**config.mk**
```make
export PLATFORM = sky130hd
export DESIGN_NAME = wave_sequencer
export DESIGN_NICKNAME = d
export VERILOG_FILES = /design/src/rtl/wave_pkg.sv /design/src/rtl/phase_accum.sv /design/src/rtl/wave_sequencer.sv
export SDC_FILE = /design/constraint.sdc
export NUM_CORES = 1
export LEC_CHECK = 0
export ABC_AREA = 1
export CAP_MARGIN = 20
export CORE_MARGIN = 10
export CORE_UTILIZATION = 35
export DETAILED_ROUTE_END_ITERATION = 10
export PLACE_DENSITY = 0.63
export SLEW_MARGIN = 40
export SYNTH_ARGS = -nofsm -noshare
export SYNTH_HDL_FRONTEND = slang
export SYNTH_SLANG_ARGS = --single-unit
```
**constraint.sdc**
```tcl
create_clock -name clk -period 2.6 [get_ports clk]
set_input_delay 0.39 -clock clk [delete_from_list [all_inputs] [get_ports clk]]
set_output_delay 0.39 -clock clk [all_outputs]
set_load 0.01 [all_outputs]
```
**src/rtl/wave_pkg.sv**
```systemverilog
// Shared constants for the waveform sequencer: ROM select codes, FSM state
// encodings and default widths.
package wave_pkg;

  localparam int ACC_W_DEF  = 32;
  localparam int ADDR_W_DEF = 12;
  localparam int DATA_W_DEF = 8;

  localparam logic [1:0] WSEL_SQUARE = 2'd0;
  localparam logic [1:0] WSEL_SINE   = 2'd1;
  localparam logic [1:0] WSEL_TRI    = 2'd2;
  localparam logic [1:0] WSEL_SAW    = 2'd3;

  localparam logic [1:0] ST_IDLE     = 2'd0;
  localparam logic [1:0] ST_RUN      = 2'd1;
  localparam logic [1:0] ST_STOPPING = 2'd2;

endpackage

```
**src/rtl/phase_accum.sv**
```systemverilog
// Prescaler plus phase accumulator. Emits one tick every DIV enabled clocks,
// advances the phase on each tick and registers the carry-out as wrap.
module phase_accum
  import wave_pkg::*;
#(
  parameter int ACC_W  = ACC_W_DEF,
  parameter int ADDR_W = ADDR_W_DEF,
  parameter int DIV    = 1
) (
  input  logic              clk,
  input  logic              rst_n,
  input  logic              en,
  input  logic              halt,
  input  logic              clr,
  input  logic [ACC_W-1:0]  fword,
  output logic [ADDR_W-1:0] addr,
  output logic              tick,
  output logic              wrap
);

  localparam int PW = (DIV > 1) ? $clog2(DIV) : 1;
  localparam logic [PW-1:0] CNT_MAX = PW'(DIV - 1);

  logic [PW-1:0]    cnt;
  logic [ACC_W-1:0] phase;

  // halt suppresses the tick that would otherwise start a new period while stopping
  assign tick = en & ~halt & (cnt == CNT_MAX);
  assign addr = phase[ACC_W-1 -: ADDR_W];

  always_ff @(posedge clk or negedge rst_n) begin
    if (!rst_n) begin
      cnt   <= '0;
      phase <= '0;
      wrap  <= 1'b0;
    end else begin
      wrap <= 1'b0;
      if (clr) begin
        cnt   <= '0;
        phase <= '0;
      end else if (en) begin
        cnt <= (cnt == CNT_MAX) ? '0 : cnt + PW'(1);
        if (tick) {wrap, phase} <= {1'b0, phase} + {1'b0, fword};
      end
    end
  end

endmodule

```
**src/rtl/wave_sequencer.sv**
```systemverilog
// Phase-accumulator sequencer for four waveform ROMs sharing one address bus.
// Optional output amplitude scaling is enabled by defining AMP_SCALE_EN.
module wave_sequencer
  import wave_pkg::*;
#(
  parameter int ACC_W   = ACC_W_DEF,
  parameter int ADDR_W  = ADDR_W_DEF,
  parameter int DATA_W  = DATA_W_DEF,
  parameter int DIV     = 1,
  parameter int ROM_LAT = 1
) (
  input  logic                clk,
  input  logic                rst_n,
  input  logic                start,
  input  logic                stop,
  // cfg: a word transfers on a clock where cfg_valid & cfg_ready are both high
  input  logic                cfg_valid,
  output logic                cfg_ready,
  input  logic [ACC_W-1:0]    cfg_fword,
  input  logic [1:0]          cfg_wsel,
  output logic [ADDR_W-1:0]   rom_addr,
  input  logic [4*DATA_W-1:0] rom_dout,
  output logic [DATA_W-1:0]   sample,
  output logic                sample_valid,
  output logic                wrap,
  output logic                busy,
`ifdef AMP_SCALE_EN
  input  logic [7:0]          amp,
`endif
  output logic [1:0]          dbg_state
);

  logic [1:0]       state, state_nxt;
  logic [ACC_W-1:0] fword_act, fword_pend, fword_eff;
  logic [1:0]       wsel_act, wsel_pend, wsel_eff;
  logic             pend, accept, apply, halt, tick;
  logic [ROM_LAT-1:0] tick_pipe;
  logic [1:0]       wsel_pipe [ROM_LAT];
  logic [DATA_W-1:0] rom_data, out_data;

  assign cfg_ready = ~pend;
  assign accept    = cfg_valid & ~pend;
  // Pending config takes effect at once in IDLE, otherwise on the wrap cycle so
  // the tick issued in that cycle already belongs to the new waveform.
  assign apply     = pend & ((state == ST_IDLE) | wrap);
  assign fword_eff = apply ? fword_pend : fword_act;
  assign wsel_eff  = apply ? wsel_pend : wsel_act;
  assign halt      = (state == ST_STOPPING) & (wrap | (fword_act == '0));
  assign dbg_state = state;

  always_comb begin
    state_nxt = state;
    case (state)
      ST_IDLE:     if (start) state_nxt = ST_RUN;
      ST_RUN:      if (stop) state_nxt = ST_STOPPING;
      ST_STOPPING: if (wrap || fword_act == '0) state_nxt = ST_IDLE;
      default:     state_nxt = ST_IDLE;
    endcase
  end

  always_ff @(posedge clk or negedge rst_n) begin
    if (!rst_n) begin
      state      <= ST_IDLE;
      pend       <= 1'b0;
      fword_pend <= '0;
      wsel_pend  <= '0;
      fword_act  <= '0;
      wsel_act   <= '0;
    end else begin
      state <= state_nxt;
      if (accept) begin
        fword_pend <= cfg_fword;
        wsel_pend  <= cfg_wsel;
        pend       <= 1'b1;
      end
      if (apply) begin
        fword_act <= fword_pend;
        wsel_act  <= wsel_pend;
        pend      <= 1'b0;
      end
    end
  end

  phase_accum #(.ACC_W(ACC_W), .ADDR_W(ADDR_W), .DIV(DIV)) u_accum (
    .clk   (clk),
    .rst_n (rst_n),
    .en    (state != ST_IDLE),
    .halt  (halt),
    .clr   (state_nxt == ST_IDLE),
    .fword (fword_eff),
    .addr  (rom_addr),
    .tick  (tick),
    .wrap  (wrap)
  );

  // Tick and its ROM select travel alongside the ROM read latency.
  always_ff @(posedge clk or negedge rst_n) begin
    if (!rst_n) begin
      tick_pipe <= '0;
      for (int i = 0; i < ROM_LAT; i++) wsel_pipe[i] <= '0;
    end else begin
      tick_pipe[0] <= tick;
      wsel_pipe[0] <= wsel_eff;
      for (int i = 1; i < ROM_LAT; i++) begin
        tick_pipe[i] <= tick_pipe[i-1];
        wsel_pipe[i] <= wsel_pipe[i-1];
      end
    end
  end

  assign rom_data = rom_dout[wsel_pipe[ROM_LAT-1]*DATA_W +: DATA_W];

`ifdef AMP_SCALE_EN
  logic [DATA_W+7:0] prod;
  assign prod     = rom_data * amp;
  assign out_data = prod[DATA_W+7:8];
`else
  assign out_data = rom_data;
`endif

  always_ff @(posedge clk or negedge rst_n) begin
    if (!rst_n) begin
      sample       <= '0;
      sample_valid <= 1'b0;
    end else begin
      sample_valid <= tick_pipe[ROM_LAT-1];
      if (tick_pipe[ROM_LAT-1]) sample <= out_data;
    end
  end

  assign busy = (state != ST_IDLE) | (|tick_pipe) | sample_valid;

endmodule

```
# After elaboration in Yosys (flattened, before gate mapping)
# Cells that the tools add are included.
classes:
  eq_ne: 2
  muxes: 16
  reduce_logical: 9
  n_shift: 1
  bitwise: 12
  n_addsub: 2
op_table:
  columns: ["cell", "count"]
  rows:
  - ["$mux 32", 4]
  - ["$add 32x32->33", 1]
  - ["$logic_not 32->1", 1]
  - ["$shiftx 32x6->8", 1]
  - ["$mux 1", 8]
  - ["$reduce_bool 2->1", 4]
  - ["$mux 2", 3]
  - ["$pmux 2 s3", 1]
  - ["$and 1x1->1", 5]
  - ["$logic_not 2->1", 2]
  - ["$or 1x1->1", 4]
  - ["$not 1->1", 3]
  - ["$eq 2x1->1 const B", 1]
  - ["$eq 2x2->1 const B", 1]
  - ["$reduce_and 2->1", 1]
  - ["$add 1x1->1 const B", 1]
  - ["$logic_or 1x1->1", 1]
word_totals:
  elab_cells: 54
  input_bits: 71
  register_bits: 115

# Logic depth before layout (Yosys ltp)
depth:
  ltp_word: 9
  ltp_mapped: 20
  depth_no_buf: 19

# Hierarchy
# A second synthesis with hierarchy kept.
unflattened:
  hier_cells: 980
  area_unflattened_um2: 7126.8
modules_own_cells:
  columns: ["module", "seq_area_each_um2", "n_inst", "cells_each", "area_per_inst_um2"]
  rows:
  - ["phase_accum", 825.8, 1, 652, 3734.8]
  - ["wave_sequencer", 2026.9, 1, 328, 3392.0]

# Worst setup path after synthesis
# Ideal clock, no wire load.
synth_timing:
  path_type: "reg-to-reg"
  start: "reg state[0] (netlist: dbg_state[0])"
  end: "reg u_accum.phase[20]"
  path_slack_ns: -0.051
  stages_incl_launch_ff: 19
  period_less_slack_ns: 2.651
  required_ns: 2.482
  arrival_ns: 2.532
  path_cell_list: "dfrtp_1 nor2_4 o21ai_4 inv_2 buf_2 o21ai_0 ha_1 inv_1 fa_1 inv_1 nand3_1 nand3_1 nand3_1 nand3_2 nand2_1 nand2_1 nand2_1 nand4_1 nand2_1"
synth_between:
  elab_chain_cells: 8
  elab_cells_between_ends: 23
  cone_classes: "add/sub: 1; eq/ne: 2; mux: 8; bitwise: 6; reduce/logical: 6"
synth_rtl:
  columns: ["item", "line", "text"]
  rows:
  - ["start: declaration", "wave_sequencer.sv:33", "logic [1:0] state, state_nxt;"]
  - ["start signal: assignment", "wave_sequencer.sv:70", "state <= state_nxt;"]
  - ["$logic_not 2->1", "wave_sequencer.sv:45", "assign apply = pend & ((state == ST_IDLE) | wrap);"]
  - ["$or 1x1->1", "wave_sequencer.sv:45", null]
  - ["$and 1x1->1", "wave_sequencer.sv:45", null]
  - ["$mux 32", null, null]
  - ["named net fword_eff[0]", "wave_sequencer.sv:34", "logic [ACC_W-1:0] fword_act, fword_pend, fword_eff;"]
  - ["$add 32x32->33", "phase_accum.sv:43", "if (tick) {wrap, phase} <= {1'b0, phase} + {1'b0, fword};"]
  - ["$mux 32", "phase_accum.sv:43", null]
  - ["$mux 32", "phase_accum.sv:41", "end else if (en) begin"]
  - ["$mux 32", "phase_accum.sv:38", "if (clr) begin"]
  - ["end signal: assignment", "phase_accum.sv:43", null]
  - ["end: declaration", "phase_accum.sv:25", "logic [ACC_W-1:0] phase;"]
# The timed path passes the listed nets, and every way through them passes these cells. The select of a mux whose other input is x is not followed.
# A chain may end at the register's enable or synchronous reset.

# Final worst setup path
layout_timing:
  start: "reg state[0] (netlist: dbg_state[0])"
  end: "reg u_accum.phase[31]"
# The elaborated chain is that of the path after synthesis.

==> summary.txt <==
Drt
  • Antenna-violating nets left: 0
  • Drt via density: approximately 4.6
  • Final Routed Wirelength: roughly 21,000 um
  • Drt first-iter violations: around 460
  • Count of unresolved DRC violations after routing: 0
  • Number of vias after detailed routing: between 6,000 and 7,000
  • Detailed Routing Iterations Pass 1: 5
  • Average routed wire per standard cell: approximately 15 um

Setup path
  • Cell depth of the worst setup path: 18
  • Cell type with the highest occurrence count on the critical path: nand2_1
  • Required time of the critical path: a little under 3 ns
  • Crit end category: register
  • Slack of the worst reg-to-reg path: 0.06 ns
  • CP Class: reg -> reg
  • Depth of the worst register-to-register path: 18
  • Launching element type of the critical path: register
  • FF-to-FF Start: dbg_state[0]
  • Worst flop-to-flop path endpoint: u_accum.phase[31]
  • Max Fanout on Critical Path: 11
  • Slowest stage cell on the critical path: dfrtp_2
  • Crit path from: dbg_state[0]
  • Total buffers and inverters traversed by the critical path: 3
  • Arrival @ worst endpoint: 2.84 ns
  • Series of cell instances along the critical path: nor2_4 > o21ai_4 > inv_4 > buf_4 > o21ai_0 > buf_4 > ha_4 > nand2_2 > nor2_2 > nand3_1 > nand2_2 > nand2_1 > nand2_1 > nand2_1 > nand2_1 > nand2_1 > nand4_1 > nand2_1
  • Family with the most delay on the worst path: simple AND/OR/NAND/NOR gates
  • Largest stage delay, worst path: a little over 0.4 ns

Status
  • Status: finished with violations
  • Violated checks: negative hold slack

Synth
  • Proportion of synthesized chip area in sequential cells: roughly two fifths
  • Yosys warning total: 0
  • Area contributors post-synth: dfrtp_1, nand2_1, inv_1, ha_1, nor2_1
  • Total of flip-flops plus latches after synthesis: 114
  • Fraction of post-synthesis cell area in the top cell type by area: 39.15%
  • Fraction of synthesis flops using an asynchronous set or reset pin: between 90% and 100%
  • Mean instance size in the synthesized netlist: between 7 and 8 um^2
  • Post-Syn Nets: 1,103
  • Synth Cell Area: about 7300 um^2
  • Number of distinct standard cells referenced by the synthesized netlist: 37
  • Most used flip-flop cell after synthesis: dfrtp_1
  • Number of synthesized flops with an enable pin: 0
  • Most common cell in the synthesized netlist: nand2_1
  • List of most frequent post-synthesis cells: nand2_1, inv_1, dfrtp_1, nor2_1, o21ai_0
  • Post-synthesis instance total: about 1,000
  • Leading area contributor after synthesis: dfrtp_1

Power and ir drop
  • Switching power: around 6 mW
  • Internal Dissipation: between 7 and 8 mW
  • Share of total power consumed by net switching: between 40 and 50%
  • Combinational share of power: 60.8%
  • Power share of the sequential group: between 20% and 30%
  • Total power of the final layout: ~14 mW
  • Power density normalized to cell area: 1434 nW/um^2
  • Largest vdd supply drop: a little over 0.0004 V
  • Leakage power total: between 4 and 5 nW
  • Part of the total power dissipated in the clock network: 17.3%

Clocking
  • Cts-stage hold buffer count: 0
  • Max Buffers Root-to-Sink: 2
  • H-tree levels: 4
  • Worst skew pair latency: 0.42 ns
  • Inserted Clock Buffers: 17
  • Sink count of the clock tree: between 100 and 150
  • TritonCTS clock tree: done
  • Reg clk slew, reported paths: about 0.050 ns
  • Cell chosen for the clock root: clkbuf_16

Cells and area
  • Number of antenna repair diodes: 0
  • Post-synthesis to final-layout area growth: 34.24%
  • Layout Nets: ~1,200
  • Share of post-route cells with drive strength above 1: about a fifth
  • Layout filler cell count: approximately 2,000

STA
  • Least-Margin Pin Slew: 0.6442 ns
  • Max Transition Viols Final: 0
  • Number of hold violations in the final report: 2
  • Hold_ws: -0.005119 ns
  • # setup viols final: 0
  • Worst slew margin: 57.05%
  • Clock period minus worst slack: 2.542 ns
  • Clock tree skew after final layout: ~0.011 ns
  • Setup repair after global routing missed its margin: yes
  • Ratio of final minimum period to clock period: a little over nine tenths
  • Maximum achievable frequency: 393.4 MHz

Placement
  • Count of input and output buffers: 96
  • Final estimated routing congestion in global placement: 0.9385
  • Dpl hpwl: between 15,000 and 20,000 um

Floorplanning
  • Count of standard-cell rows: 52
  • Effective utilization at floorplan: 35.78%
  • Height of the chip: about 160 um
  • Number of ports placed on the die boundary: slightly below 100
  • DIE AREA: around 27,000 um^2
  • Overall die width: around 160 um
  • Core footprint: between 20,000 and 25,000 um^2

GRT
  • Pin count of the biggest net entering global routing: 49
  • Residual overflow from global routing: 0
  • Global-route total usage across every layer: 15.55%
  • Initial antenna violation count: 0
  • Number of global-route vias before repair: around 6,700
  • Wire length of the first global-routing pass: between 30,000 and 40,000 um

Run
  • MaxCap Viol Count: 0

Min path
  • HP Class: in -> async
==> metal layers <==
| metal | share of wire, % | vias up | global-route usage [%] |
|---|---|---|---|
| met4 | 0.93 | 0 | 3.249 |
| met1 | 45 | 3063 | 19.36 |
| met5 | 0 | - | 0 |
| li1 | - | 3375 | - |
| met2 | 47 | 151 | 25.91 |
| met3 | 7.3 | 18 | 4.856 |
==> kinds of logic (layout without fill, tap and decap cells) <==
family / after synthesis / count (layout) / synth area share, %
DFF: 114 / 114 / 39.15
and+or+nand+nor: 511 / 511 / 29.40
muxes: 31 / 31 / 4.790
xor gates and xnor gates: 15 / 15 / 1.803
adders and majority gates: 34 / 34 / 5.941
AOI/OAI and AO/OA: 96 / 96 / 7.607
buffers and inverters: 197 / 353 / 11.32
==> how the worst max path moves through the flow <==
stage,end,slack [ns]
finish,u_accum.phase[31],0.06
global route,u_accum.phase[22],-0.14
CTS,u_accum.phase[23],0.002
detailed placement,u_accum.phase[25],-0.12
global placement,u_accum.phase[25],-0.05
floorplan,u_accum.phase[20],0.02
==> final cells by class <==
cell class	count	area [um^2]	share of cell area [%]
multi-input combinational	687	3905	39.92
sequential	114	2855	29.19
timing repair buffer	159	1456	14.89
inverter	163	614.3	6.280
clock buffer	23	488.0	4.988
tap	270	337.8	3.454
clock inverter	8	125.1	1.279
==> stage by stage <==
step / TNS, ns / setup slack, ns / instances / area, um^2 / util [%]
4_1_cts: 0 / 0.001688 / 1417 / 9460 / 46.45
3_5_place_dp: -0.9514 / -0.1154 / 1382 / 8788 / 43.16
2_1_floorplan: 0 / 0.01937 / 998 / 7289 / -
6_report: 0 / 0.05780 / 1424 / 9782 / 48.03
5_1_grt: -1.565 / -0.1430 / 1424 / 9782 / 48.03
3_3_place_gp: -0.1951 / -0.04963 / 1382 / 8788 / 43.16
==> power by group through the flow <==
stage	combinational [mW]	sequential [mW]	clock, mW
after global routing	9.50	3.17	2.56
final	8.54	3.07	2.43
after global placement	7.53	3.06	0
after floorplan	5.11	2.96	0
after CTS	7.83	3.06	2.47
after detailed placement	7.63	3.07	0
==> worst reg2reg max path, cell delays in order, from the launching register on <==
cell and delay, ns:
dfrtp_2 0.41, nor2_4 0.14, o21ai_4 0.07, inv_4 0.10, buf_4 0.19, o21ai_0 0.11, buf_4 0.16, ha_4 0.29
nand2_2 0.08, nor2_2 0.15, nand3_1 0.11, nand2_2 0.12, nand2_1 0.06, nand2_1 0.10, nand2_1 0.10, nand2_1 0.08
nand2_1 0.05, nand4_1 0.07, nand2_1 0.06
==> registers in the layout, summed over array words and instances, names as in the netlist <==
signal / cells
dbg_state: 2
fword_act: 32
fword_pend: 32
pend: 1
sample: 8
sample_valid: 1
tick_pipe: 1
u_accum.phase: 32
u_accum.wrap: 1
wsel_pend: 2
wsel_pipe: 2
==> repair_timing <==
action,4_1_cts,5_1_grt
setup buffers,4,7
pin swaps,4,8
hold endpoints to repair,0,0
gates resized for setup,10,69
setup endpoints to repair,23,25
==> layout by cell type (no fill, tap or decap), types with 18 or more instances in the layout <==
cell type        count
buf_4               62
nor2_1              86
mux2_2              31
nand2_2             24
inv_1              157
dfrtp_1            112
o21ai_0             31
nand2_1            316
nand3_1             26
clkdlybuf4s50_1     95
nor2_2              18
No activity file was read; power rests on OpenSTA's default activity.
